### config.mk
export PLATFORM = sky130hd
export DESIGN_NAME = mux_rr_arbiter
export DESIGN_NICKNAME = d
export VERILOG_FILES = /design/src/rtl/mux_rr_arbiter.sv
export SDC_FILE = /design/constraint.sdc
export NUM_CORES = 1
export LEC_CHECK = 0
export BUFFER_PORTS_ARGS = -buffer_cell sky130_fd_sc_hd__buf_4
export CORE_MARGIN = 1
export CORE_UTILIZATION = 55
export DETAILED_ROUTE_END_ITERATION = 10
export PLACE_DENSITY = 0.82
export SLEW_MARGIN = 20
export SYNTH_ARGS = -nofsm -noshare
export SYNTH_HDL_FRONTEND = slang
export SYNTH_SLANG_ARGS = --single-unit
### constraint.sdc
create_clock -name clk -period 4.7 [get_ports clk]
set_input_delay 1.41 -clock clk [delete_from_list [all_inputs] [get_ports clk]]
set_output_delay 1.41 -clock clk [all_outputs]
set_load 0.02 [all_outputs]
### src/rtl/mux_rr_arbiter.sv
// Round-robin arbiter sharing one 16:1 data mux among 16 requesters, with burst-limited
// grants and a registered valid/ready output stage feeding a single consumer.
module mux_rr_arbiter #(
   parameter int NUM_REQ   = 16,
   parameter int DATA_W    = 32,
   parameter int MAX_BURST = 4,
   parameter int SEL_W     = 4
) (
   input  logic               clk,
   input  logic               rst_n,
   input  logic [NUM_REQ-1:0] req_valid,
   output logic [NUM_REQ-1:0] req_ready,
   output logic [SEL_W-1:0]   mux_select,
   input  logic [DATA_W-1:0]  mux_out,
   output logic               out_valid,
   output logic [DATA_W-1:0]  out_data,
   output logic [SEL_W-1:0]   out_src,
   input  logic               out_ready
);

   typedef enum logic {IDLE, GRANT} state_t;

   localparam logic [3:0] BURST_LAST = 4'(MAX_BURST);

   state_t           state;
   logic [SEL_W-1:0] rr_ptr;
   logic [SEL_W-1:0] gnt;
   logic [3:0]       beat_cnt;
   logic [3:0]       beat_next;
   logic             stage_free;
   logic             transfer;
   logic             pick_found;
   logic [SEL_W-1:0] pick_idx;
   logic [SEL_W-1:0] cand;

   assign mux_select = gnt;
   assign stage_free = !out_valid || out_ready;
   assign transfer   = (state == GRANT) && req_valid[gnt] && stage_free;
   assign beat_next  = beat_cnt + 4'd1;

   // Scan downward so the candidate closest to rr_ptr is the last one written.
   always_comb begin
      pick_found = 1'b0;
      pick_idx   = '0;
      cand       = '0;
      for (int i = NUM_REQ - 1; i >= 0; i--) begin
         cand = rr_ptr + SEL_W'(i);
         if (req_valid[cand]) begin
            pick_found = 1'b1;
            pick_idx   = cand;
         end
      end
   end

   always_comb begin
      req_ready = '0;
      if (state == GRANT)
         req_ready[gnt] = stage_free;
   end

   always_ff @(posedge clk or negedge rst_n) begin
      if (!rst_n) begin
         state     <= IDLE;
         rr_ptr    <= '0;
         gnt       <= '0;
         beat_cnt  <= '0;
         out_valid <= 1'b0;
         out_data  <= '0;
         out_src   <= '0;
      end else begin
         // A new beat may replace the one being popped in the same cycle.
         if (transfer) begin
            out_valid <= 1'b1;
            out_data  <= mux_out;
            out_src   <= gnt;
         end else if (out_ready) begin
            out_valid <= 1'b0;
         end

         case (state)
            IDLE: begin
               if (pick_found) begin
                  gnt      <= pick_idx;
                  beat_cnt <= '0;
                  state    <= GRANT;
               end
            end
            GRANT: begin
               if (!req_valid[gnt] || (transfer && beat_next == BURST_LAST)) begin
                  state    <= IDLE;
                  rr_ptr   <= gnt + SEL_W'(1);
                  beat_cnt <= '0;
               end else if (transfer) begin
                  beat_cnt <= beat_next;
               end
            end
            default: state <= IDLE;
         endcase
      end
   end

endmodule
==> results of run 1 <==
==> registers in the layout (all words and copies together) (netlist names) <==
register and count:
state 1, out_valid 1, out_data 32, beat_cnt 4, rr_ptr 4, out_src 4
mux_select 4
==> cell usage after synthesis, types with 2 or more instances <==
library cell | instances | share of area
nand2_1 | 36 | 0.031
clkbuf_1 | 15 | 0.013
nand3_1 | 7 | 0.0081
o221ai_1 | 2 | 0.0041
ha_1 | 12 | 0.035
mux4_1 | 3 | 0.018
nand2b_1 | 6 | 0.0087
o311a_1 | 2 | 0.0046
nor4_1 | 9 | 0.013
nand4_1 | 3 | 0.0043
o31ai_1 | 2 | 0.0035
nor2b_1 | 2 | 0.0029
nor2_1 | 23 | 0.020
and2_1 | 8 | 0.012
a211o_1 | 2 | 0.0041
a21oi_1 | 13 | 0.015
buf_1 | 3 | 0.0026
nor3_1 | 2 | 0.0023
inv_1 | 18 | 0.016
a21o_1 | 5 | 0.0087
or2_2 | 3 | 0.0043
mux4_2 | 20 | 0.10
xor2_1 | 7 | 0.014
o221a_2 | 2 | 0.0052
dfrtp_1 | 50 | 0.29
xnor2_1 | 6 | 0.012
o311ai_0 | 2 | 0.0041
buf_2 | 3 | 0.0035
o21bai_1 | 2 | 0.0035
buf_6 | 2 | 0.0052
mux2_2 | 57 | 0.15
mux2i_1 | 33 | 0.076
a211oi_1 | 5 | 0.0087
nand3b_1 | 3 | 0.0052
o21ai_0 | 13 | 0.015
and3_1 | 3 | 0.0043
a31oi_1 | 3 | 0.0043
a311oi_1 | 4 | 0.0081
o211ai_1 | 3 | 0.0052
o2111ai_1 | 2 | 0.0041
a221oi_1 | 4 | 0.0081
==> kinds of logic (layout without fill, tap and decap cells) <==
group           after synthesis  count (layout)  synth area share
mux                         113             113             0.348
simple gates                111             111             0.129
compound gates               78              78             0.132
flops                        50              50             0.290
buf+inv                      42             147            0.0408
xor+xnor                     13              13            0.0264
fa+ha+maj                    12              12            0.0348
==> worst min-delay path, cell delays in order (launching register included) <==
cell and delay [ps]:
dfrtp_1 350, nand2_1 50, o21ai_0 70
==> routing by layer <==
layer  wire (um)  track usage  vias to the layer above
met5           0            0                        -
met4         247        0.106                        0
li1            -            -                     1798
met1        5240        0.412                     1932
met3         911       0.0631                       23
met2        6200        0.513                      167
==> layout by cell type, fill, tap and decap left out, types with 12 or more instances in the layout <==
cell,instances
mux4_2,20
mux2_2,57
inv_1,18
mux2i_1,33
dfrtp_1,50
o21ai_0,13
nand2_1,36
ha_1,12
a21oi_1,13
buf_4,120
nor2_1,23
==> final cells by class <==
class / instances / area [um^2] / area share
Clock buffer: 6 / 82.6 / 0.0154
Clock inverter: 2 / 38.8 / 0.00724
Inverter: 19 / 71.3 / 0.0133
Multi-Input combinational cell: 327 / 2890 / 0.539
Sequential cell: 50 / 1250 / 0.233
Tap cell: 99 / 124 / 0.0231
Timing Repair Buffer: 120 / 901 / 0.168
==> metrics by stage <==
step,hold WS (ps),instance area (um^2),std cells
2_1_floorplan,509,4320,419
3_3_place_gp,465,5240,615
3_5_place_dp,484,5240,615
4_1_cts,506,5360,623
5_1_grt,525,5360,623
6_report,501,5360,623
==> worst paths after layout <==
path                         startpoint           end  slack, ps
min in group asynchronous         rst_n  out_data[14]       1110
hold reg to reg              out_src[3]    out_src[3]        500
setup / recovery           req_valid[4]   beat_cnt[0]        630
max in group asynchronous         rst_n     rr_ptr[3]       3150
setup reg to reg              rr_ptr[1]   beat_cnt[0]        660
hold / removal               out_src[3]    out_src[3]        500
==> results.yml, run 1 <==
run_status:
  status: "completed"
timing:
  setup-tns-final_ps: 0
  period_minus_slack_ps: 4070
  timing_hold_violations_final: 0
  finalClockSkew_ps: 14.6
  fmax_mhz: 246
  relSlewSlack: 0.376
  fin_crit_sh: 0.866
  maxSlewViolCount: 0
  grt_setup_unrepaired: "no"
  setup_viol: 0
  worst_slack_ps: 632
  tightestPinTransition_ps: 933
critical_path:
  criticalPathCategory: "input port to flip-flop"
  critical-path-max-stage-delay_ps: 620
  cp_max_fo: 14
  crit_path_start_kind: "input port"
  crit_family: "multiplexers"
  critPathCaptureType: "flip-flop"
  ff2ff_path_depth: 9
  required_ps: 4940
  crit_chain: "buf_4, mux4_1, mux4_2, or2_4, or4_4, o21bai_4, and3_1, mux2_2"
  arrival_ps: 4310
  worstSetupPathDepth: 8
  cp_num_buf_inv: 1
  cpMaxStageDelayCell: "mux4_2"
route:
  drt_iter0_drc: 258
  drc: 0
  antenna_left: 0
  dr.pass1.iters: 5
  via_per_inst: 6.29
  routedWlPerCell_um: 20.2
  vias: 3920
  wirelength_um: 12600
final_layout:
  drive_gt1_frac: 0.410
  fin_util: 0.724
  antenna_cells: 0
  areaGrowthSynthToFinish_pct: 24.1
  finalNetCount: 586
  nFillCells: 560
clock_tree:
  cts_tree: "done"
  cts_hold_buf: 0
  postCtsSetupBuffers: 0
  cts_root_buf: "clkbuf_8"
  clk_pin_slew_ps: 100
  clock_path_buffers: 2
  cts_inserted_buffers: 5
  h-tree-depth: 2
  worstSkewPairLatency_ps: 310
  cts.sinks: 50
  cts_resized: 0
place:
  place.gp.congestion: 0.978
  place_hpwl_um: 9760
  io_buffer_count: 107
  post-place-ws_ps: 374
yosys:
  dominantRegCellSynth: "dfrtp_1"
  synth.distinct_cells: 60
  avgSynthCellArea_um2: 10.3
  synth_nets: 482
  yosysSeqAreaShare: 0.290
  synth_area_mm2: 0.00432
  ys_ff_latch: 50
  postSynthCellCount: 419
  synth_async_sr_flop_share: 1.00
  ys_warn_count: 0
  synth-edff-count: 0
grt:
  grt_pass1_vias: 3887
  gr-usage-all-layers: 0.312
  grt_overflow: 0
  grt_antenna_before_repair: 0
  grt_pass1_wl_um: 20100
  grt_max_degree: 51
run:
  drv_cap: 0
die:
  core_area_mm2: 0.00741
  io_pins: 108
  die_h_um: 90.6
  die_x_um: 90.6
  start_util: 0.583
  die_area_mm2: 0.00821
  rows: 31
worst_hold_path:
  hold_path_depth: 2
  min-delay-path-class: "flip-flop to flip-flop"
Power of run 1 is left out: the tool's default activity adds up to more than one toggle a clock period on the data nets, which glitch-free logic cannot reach.
==> run 2: changes to the inputs <==
--- a/config.mk
+++ b/config.mk
@@ -5,11 +5,12 @@
 export SDC_FILE = /design/constraint.sdc
 export NUM_CORES = 1
 export LEC_CHECK = 0
+export ABC_AREA = 1
 export BUFFER_PORTS_ARGS = -buffer_cell sky130_fd_sc_hd__buf_4
 export CORE_MARGIN = 1
-export CORE_UTILIZATION = 55
+export CORE_UTILIZATION = 53
 export DETAILED_ROUTE_END_ITERATION = 10
-export PLACE_DENSITY = 0.82
+export PLACE_DENSITY = 0.81
 export SLEW_MARGIN = 20
 export SYNTH_ARGS = -nofsm -noshare
 export SYNTH_HDL_FRONTEND = slang
==> run 2 against run 1 <==
Net effect:
- area after synthesis fell by 10%
- synthesized cell count rose by 32%
- global-route usage fell by 0.37 points
- clock-buffer cell count did not move
- fmax rose by 5.0%
- final cell count rose by 21%
- cell area fell by 9.6%
- sequential share of layout area rose by 2.5 points
- routed wire length fell by 11%
==> results.yml, run 2 <==
run_status:
  status: "completed"
timing:
  relSlewSlack: 0.591
  period_minus_slack_ps: 3870
  setup-tns-final_ps: 0
  fmax_mhz: 258
  timing_hold_violations_final: 0
  maxSlewViolCount: 0
  setup_viol: 0
  fin_crit_sh: 0.824
  finalClockSkew_ps: 11.1
  tightestPinTransition_ps: 614
  grt_setup_unrepaired: "no"
worst_hold_path:
  hold_path_depth: 2
  min-delay-path-class: "flip-flop to flip-flop"
  hold_end: "out_src[0]"
  worstHoldStart: "out_src[0]"
die:
  die_h_um: 87.6
  core_area_mm2: 0.00694
  io_pins: 108
  rows: 30
  die_x_um: 87.6
  die_area_mm2: 0.00767
  start_util: 0.559
critical_path:
  critical-path-max-stage-delay_ps: 360
  required_ps: 3290
  path_common_cell: "nor2_1"
  r2r_start: "rr_ptr[1]"
  crit_chain: "buf_4, nor2_1, nor2_1, nand2_1, nor2_1, buf_4"
  cpMaxStageDelayCell: "nor2_1"
  critPathCaptureType: "output pin"
  cp_num_buf_inv: 2
  arrival_ps: 2460
  crit_family: "simple AND/OR/NAND/NOR gates"
  ff2ff_path_depth: 14
  r2r_end: "beat_cnt[3]"
  reg2reg_slack_ps: 880
  criticalPathCategory: "input port to output pin"
  cp_max_fo: 7
  crit_path_start_kind: "input port"
clock_tree:
  cts.sinks: 50
  cts_resized: 0
  cts_hold_buf: 0
  clock_path_buffers: 2
  cts_tree: "done"
  cts_root_buf: "clkbuf_8"
  postCtsSetupBuffers: 0
  clk_pin_slew_ps: 90
  cts_inserted_buffers: 5
  worstSkewPairLatency_ps: 300
  h-tree-depth: 2
yosys:
  synth.distinct_cells: 34
  synthTopCellsByCount: "178 x nand2_1, 69 x nand3_1, 50 x dfrtp_1, 44 x nor2_1, 40 x a21oi_1"
  synth-edff-count: 0
  ys_ff_latch: 50
  yosys.area.top_type_share: 0.322
  yosysTopAreaCell: "dfrtp_1"
  synth_async_sr_flop_share: 1.00
  dominantRegCellSynth: "dfrtp_1"
  avgSynthCellArea_um2: 7.00
  synth_nets: 618
  postSynthCellCount: 555
  synth_area_leaders: "dfrtp_1 32%, nand2_1 17%, mux2_2 9.3%, nand3_1 8.9%, a21oi_1 5.2%"
  post-synth-top-count-cell: "nand2_1"
  yosysSeqAreaShare: 0.322
  ys_warn_count: 0
  synth_area_mm2: 0.00388
route:
  drc: 0
  wirelength_um: 11200
  routedWlPerCell_um: 14.9
  via_per_inst: 5.54
  vias: 4160
  drt_iter0_drc: 364
  dr.pass1.iters: 6
  antenna_left: 0
run:
  drv_cap: 0
final_layout:
  areaGrowthSynthToFinish_pct: 24.7
  mostFrequentLayoutCell: "nand2_1"
  final_cell_mix: "178 x nand2_1, 111 x buf_4, 69 x nand3_1, 50 x dfrtp_1, 44 x nor2_1"
  regArea_mm2: 0.00125
  antenna_cells: 0
  nFillCells: 576
  multi_input_area_mm2: 0.00237
  regMostFlops: "out_data"
  finalNetCount: 717
  drive_gt1_frac: 0.252
  largest_reg_flops: 32
place:
  place.gp.congestion: 0.946
  place_hpwl_um: 8570
  io_buffer_count: 107
grt:
  grt_overflow: 0
  grt_pass1_vias: 4021
  grt_pass1_wl_um: 18500
  gr-usage-all-layers: 0.309
  grt_antenna_before_repair: 0
  grt_max_degree: 51
## run 2: area by class of cell
class                      count  area share
tap                           96      0.0248
clock inverter                 2     0.00801
sequential                    50       0.258
inverter                      39      0.0302
multi-input combinational    447       0.490
timing repair buffer         111       0.172
clock buffer                   6      0.0170
## run 2: metrics by stage
| step | instance area (um^2) | hold slack, ps | setup slack [ps] | instances | utilization |
|---|---|---|---|---|---|
| after CTS | 4840 | 506 | 873 | 751 | 0.697 |
| after floorplan | 3880 | 487 | 1140 | 555 | - |
| final | 4840 | 502 | 825 | 751 | 0.697 |
| after global placement | 4720 | 470 | 984 | 743 | 0.680 |
| after global routing | 4840 | 529 | 487 | 751 | 0.697 |
| after detailed placement | 4720 | 481 | 920 | 743 | 0.680 |
## run 2: worst max-delay path by stage
stage,start,to,slack [ps],depth (start not counted)
floorplan,out_ready,req_ready[0],1140,4
global placement,out_ready,req_ready[0],980,6
detailed placement,out_ready,req_ready[13],920,6
CTS,out_ready,req_ready[13],870,6
global route,rr_ptr[1],beat_cnt[3],490,14
finish,out_ready,req_ready[13],830,6
## run 2: worst reg2reg max path: stages (launching register included)
cell,delay [ps]
dfrtp_1,710
inv_1,120
ha_1,510
inv_1,410
nand3_1,200
nand3_1,120
nand2_1,130
nand2_1,120
nand2_1,130
nor4_1,370
nand4_1,180
nand2_1,320
nand2_1,150
nand2_1,130
o21ai_0,100
## run 2: logic make-up (layout without fill, tap and decap cells)
kind of cell	count (synthesis)	after routing	synth area share
AOI/OAI and AO/OA	82	82	0.113
xor gates and xnor gates	13	13	0.0313
DFF	50	50	0.322
adders and majority gates	12	12	0.0387
buffers and inverters	58	158	0.0673
and+or+nand+nor	308	308	0.335
muxes	32	32	0.0928
## run 2: routing by layer
layer / part of all wire / GRT usage / wire (um) / vias up
met4: 0.038 / 0.136 / 428 / 0
met5: 0 / 0 / 0 / -
met2: 0.50 / 0.551 / 5610 / 195
met1: 0.38 / 0.361 / 4240 / 1903
li1: - / - / - / 2028
met3: 0.082 / 0.0584 / 922 / 34
Power of run 2 is left out for the same reason.
==> run 3: changes to the inputs <==
--- a/config.mk
+++ b/config.mk
@@ -5,12 +5,12 @@
 export SDC_FILE = /design/constraint.sdc
 export NUM_CORES = 1
 export LEC_CHECK = 0
-export ABC_AREA = 1
+export ABC_AREA = 0
 export BUFFER_PORTS_ARGS = -buffer_cell sky130_fd_sc_hd__buf_4
 export CORE_MARGIN = 1
-export CORE_UTILIZATION = 53
+export CORE_UTILIZATION = 49
 export DETAILED_ROUTE_END_ITERATION = 10
-export PLACE_DENSITY = 0.81
+export PLACE_DENSITY = 0.77
 export SLEW_MARGIN = 20
 export SYNTH_ARGS = -nofsm -noshare
 export SYNTH_HDL_FRONTEND = slang
==> constraint.sdc (replaced) <==
create_clock -name clk -period 3.1 [get_ports clk]
set_input_delay 0.93 -clock clk [delete_from_list [all_inputs] [get_ports clk]]
set_output_delay 0.93 -clock clk [all_outputs]
set_load 0.02 [all_outputs]
==> run 3 against run 2 <==
Net effect:
- global-route usage grew 0.25 points
- critical path type is now input port to flip-flop
- largest cell class unchanged
- core utilization grew 4.2 points
- flip-flop and latch count did not move
- die area is 20% higher
- sequential share of layout area shrank 5.6 points
- first-iteration DRC count decreased by 15%
- worst setup slack got worse by 910 ps
- the run now ends with setup timing left
==> results.yml, run 3 (same netlist as run 1, synthesis figures left out) <==
timing:
  worst_slack_ps: -85.7
  grt_setup_unrepaired: "yes"
  setup_viol: 8
  period_minus_slack_ps: 3190
  fin_crit_sh: 1.03
  fmax_mhz: 314
  tightestPinTransition_ps: 628
  maxSlewViolCount: 0
  relSlewSlack: 0.581
  finalClockSkew_ps: 7.41
  timing_hold_violations_final: 0
  whs_ps: 492
route:
  drc: 0
  dr.pass1.iters: 6
  wirelength_um: 14100
  antenna_left: 0
  via_per_inst: 6.20
  drt_iter0_drc: 308
  vias: 4382
  routedWlPerCell_um: 20.0
clock_tree:
  cts_hold_buf: 0
  h-tree-depth: 2
  clk_pin_slew_ps: 90
  cts_inserted_buffers: 5
  cts_tree: "done"
  clock_path_buffers: 2
  cts_root_buf: "clkbuf_8"
  worstSkewPairLatency_ps: 300
  cts.sinks: 50
final_layout:
  drive_gt1_frac: 0.535
  antenna_cells: 0
  finalNetCount: 664
  final_cell_mix: "179 x buf_4, 49 x mux2_2, 48 x dfrtp_1, 35 x nand2_1, 26 x mux2i_1"
  areaGrowthSynthToFinish_pct: 43.5
  nFillCells: 556
  largest_reg_flops: 32
  regMostFlops: "out_data"
  mostFrequentLayoutCell: "buf_4"
die:
  rows: 33
  io_pins: 108
  die_h_um: 95.9
  die_area_mm2: 0.00919
  die_x_um: 95.9
  start_util: 0.515
  core_area_mm2: 0.00838
critical_path:
  path_common_cell: "mux2_4"
  required_ps: 3350
  critPathCaptureType: "flip-flop"
  critical-path-max-stage-delay_ps: 550
  arrival_ps: 3440
  crit_chain: "buf_4, mux4_2, mux2_4, mux2i_4, nand2_1, or4_4, o21bai_4, and3_4, mux2_4"
  crit_path_start_kind: "input port"
  cp_max_fo: 8
  cpMaxStageDelayCell: "or4_4"
  criticalPathCategory: "input port to flip-flop"
grt:
  grt_overflow: 0
  grt_pass1_vias: 4310
  gr-usage-all-layers: 0.311
  grt_pass1_wl_um: 21500
  grt_max_degree: 51
  grt_antenna_before_repair: 0
run_status:
  status: "finished, violations left"
  violations: "setup timing"
run:
  drv_cap: 0
place:
  place_hpwl_um: 11000
  io_buffer_count: 107
  place.gp.congestion: 1.08
worst_hold_path:
  min-delay-path-class: "flip-flop to flip-flop"
run 3: cell types whose count changed in the layout (fill, tap and decap cells not counted), moves of 8 or more:
cell	before	now
inv_1	36	16
buf_6	0	15
buf_4	111	179
o21ai_0	27	13
mux2_2	32	49
nand2_1	178	35
mux2_4	0	8
mux4_2	0	23
a21oi_1	40	12
mux2i_1	0	26
nand3_1	69	7
nor2_1	44	23
run 3: critical path: cells and delay by family:
| family | cells | cell delay (ps) |
|---|---|---|
| muxes | 4 | 1200 |
| and+or+nand+nor | 3 | 910 |
| AOI/OAI and AO/OA | 1 | 270 |
| buffers and inverters | 1 | 130 |
run 3: worst paths after layout:
path / slack [ps] / from / endpoint / depth (start not counted)
max in group asynchronous: 2020 / rst_n / rr_ptr[0] / 1
worst max register to register: -70 / rr_ptr[0] / beat_cnt[0] / 10
worst max-delay path: -90 / req_valid[1] / beat_cnt[0] / 9
worst min-delay path: 490 / out_src[0] / out_src[0] / 2
min in group asynchronous: 630 / rst_n / out_data[27] / 1
worst min register to register: 490 / out_src[0] / out_src[0] / 2
run 3: metal layers:
layer,part of all wire,up-vias,GRT usage,wire length (um)
met5,0,-,0,0
met4,0.065,0,0.201,914
met3,0.089,75,0.0513,1260
met2,0.47,292,0.522,6680
met1,0.37,2067,0.369,5270
li1,-,1948,-,-
run 3: cell type report:
type	count	area [um^2]	area share
Inverter	19	76.3	0.0123
Sequential cell	50	1250	0.202
Clock inverter	3	21.3	0.00343
Clock buffer	5	68.8	0.0111
Tap cell	105	131	0.0212
Timing Repair Buffer	198	1590	0.256
Multi-Input combinational cell	327	3060	0.494
run 3: metrics by stage:
stage	area, um^2	setup WS, ps	TNS (ps)	util	instances
final	6200	-85.7	-397	0.740	707
after global placement	5810	-357	-5830	0.693	689
after global routing	6200	-127	-848	0.740	707
after CTS	6110	-11.9	-11.9	0.729	705
after floorplan	4370	-253	-1510	-	419
after detailed placement	5810	-463	-7900	0.693	689
run 3: repair_timing:
item,in CTS,in global routing
hold endpoints to repair,0,0
pin swaps,6,5
gates resized for setup,39,14
setup endpoints to repair,8,9
buffers inserted,8,2
gates cloned,0,0
Power of run 3 is left out for the same reason.
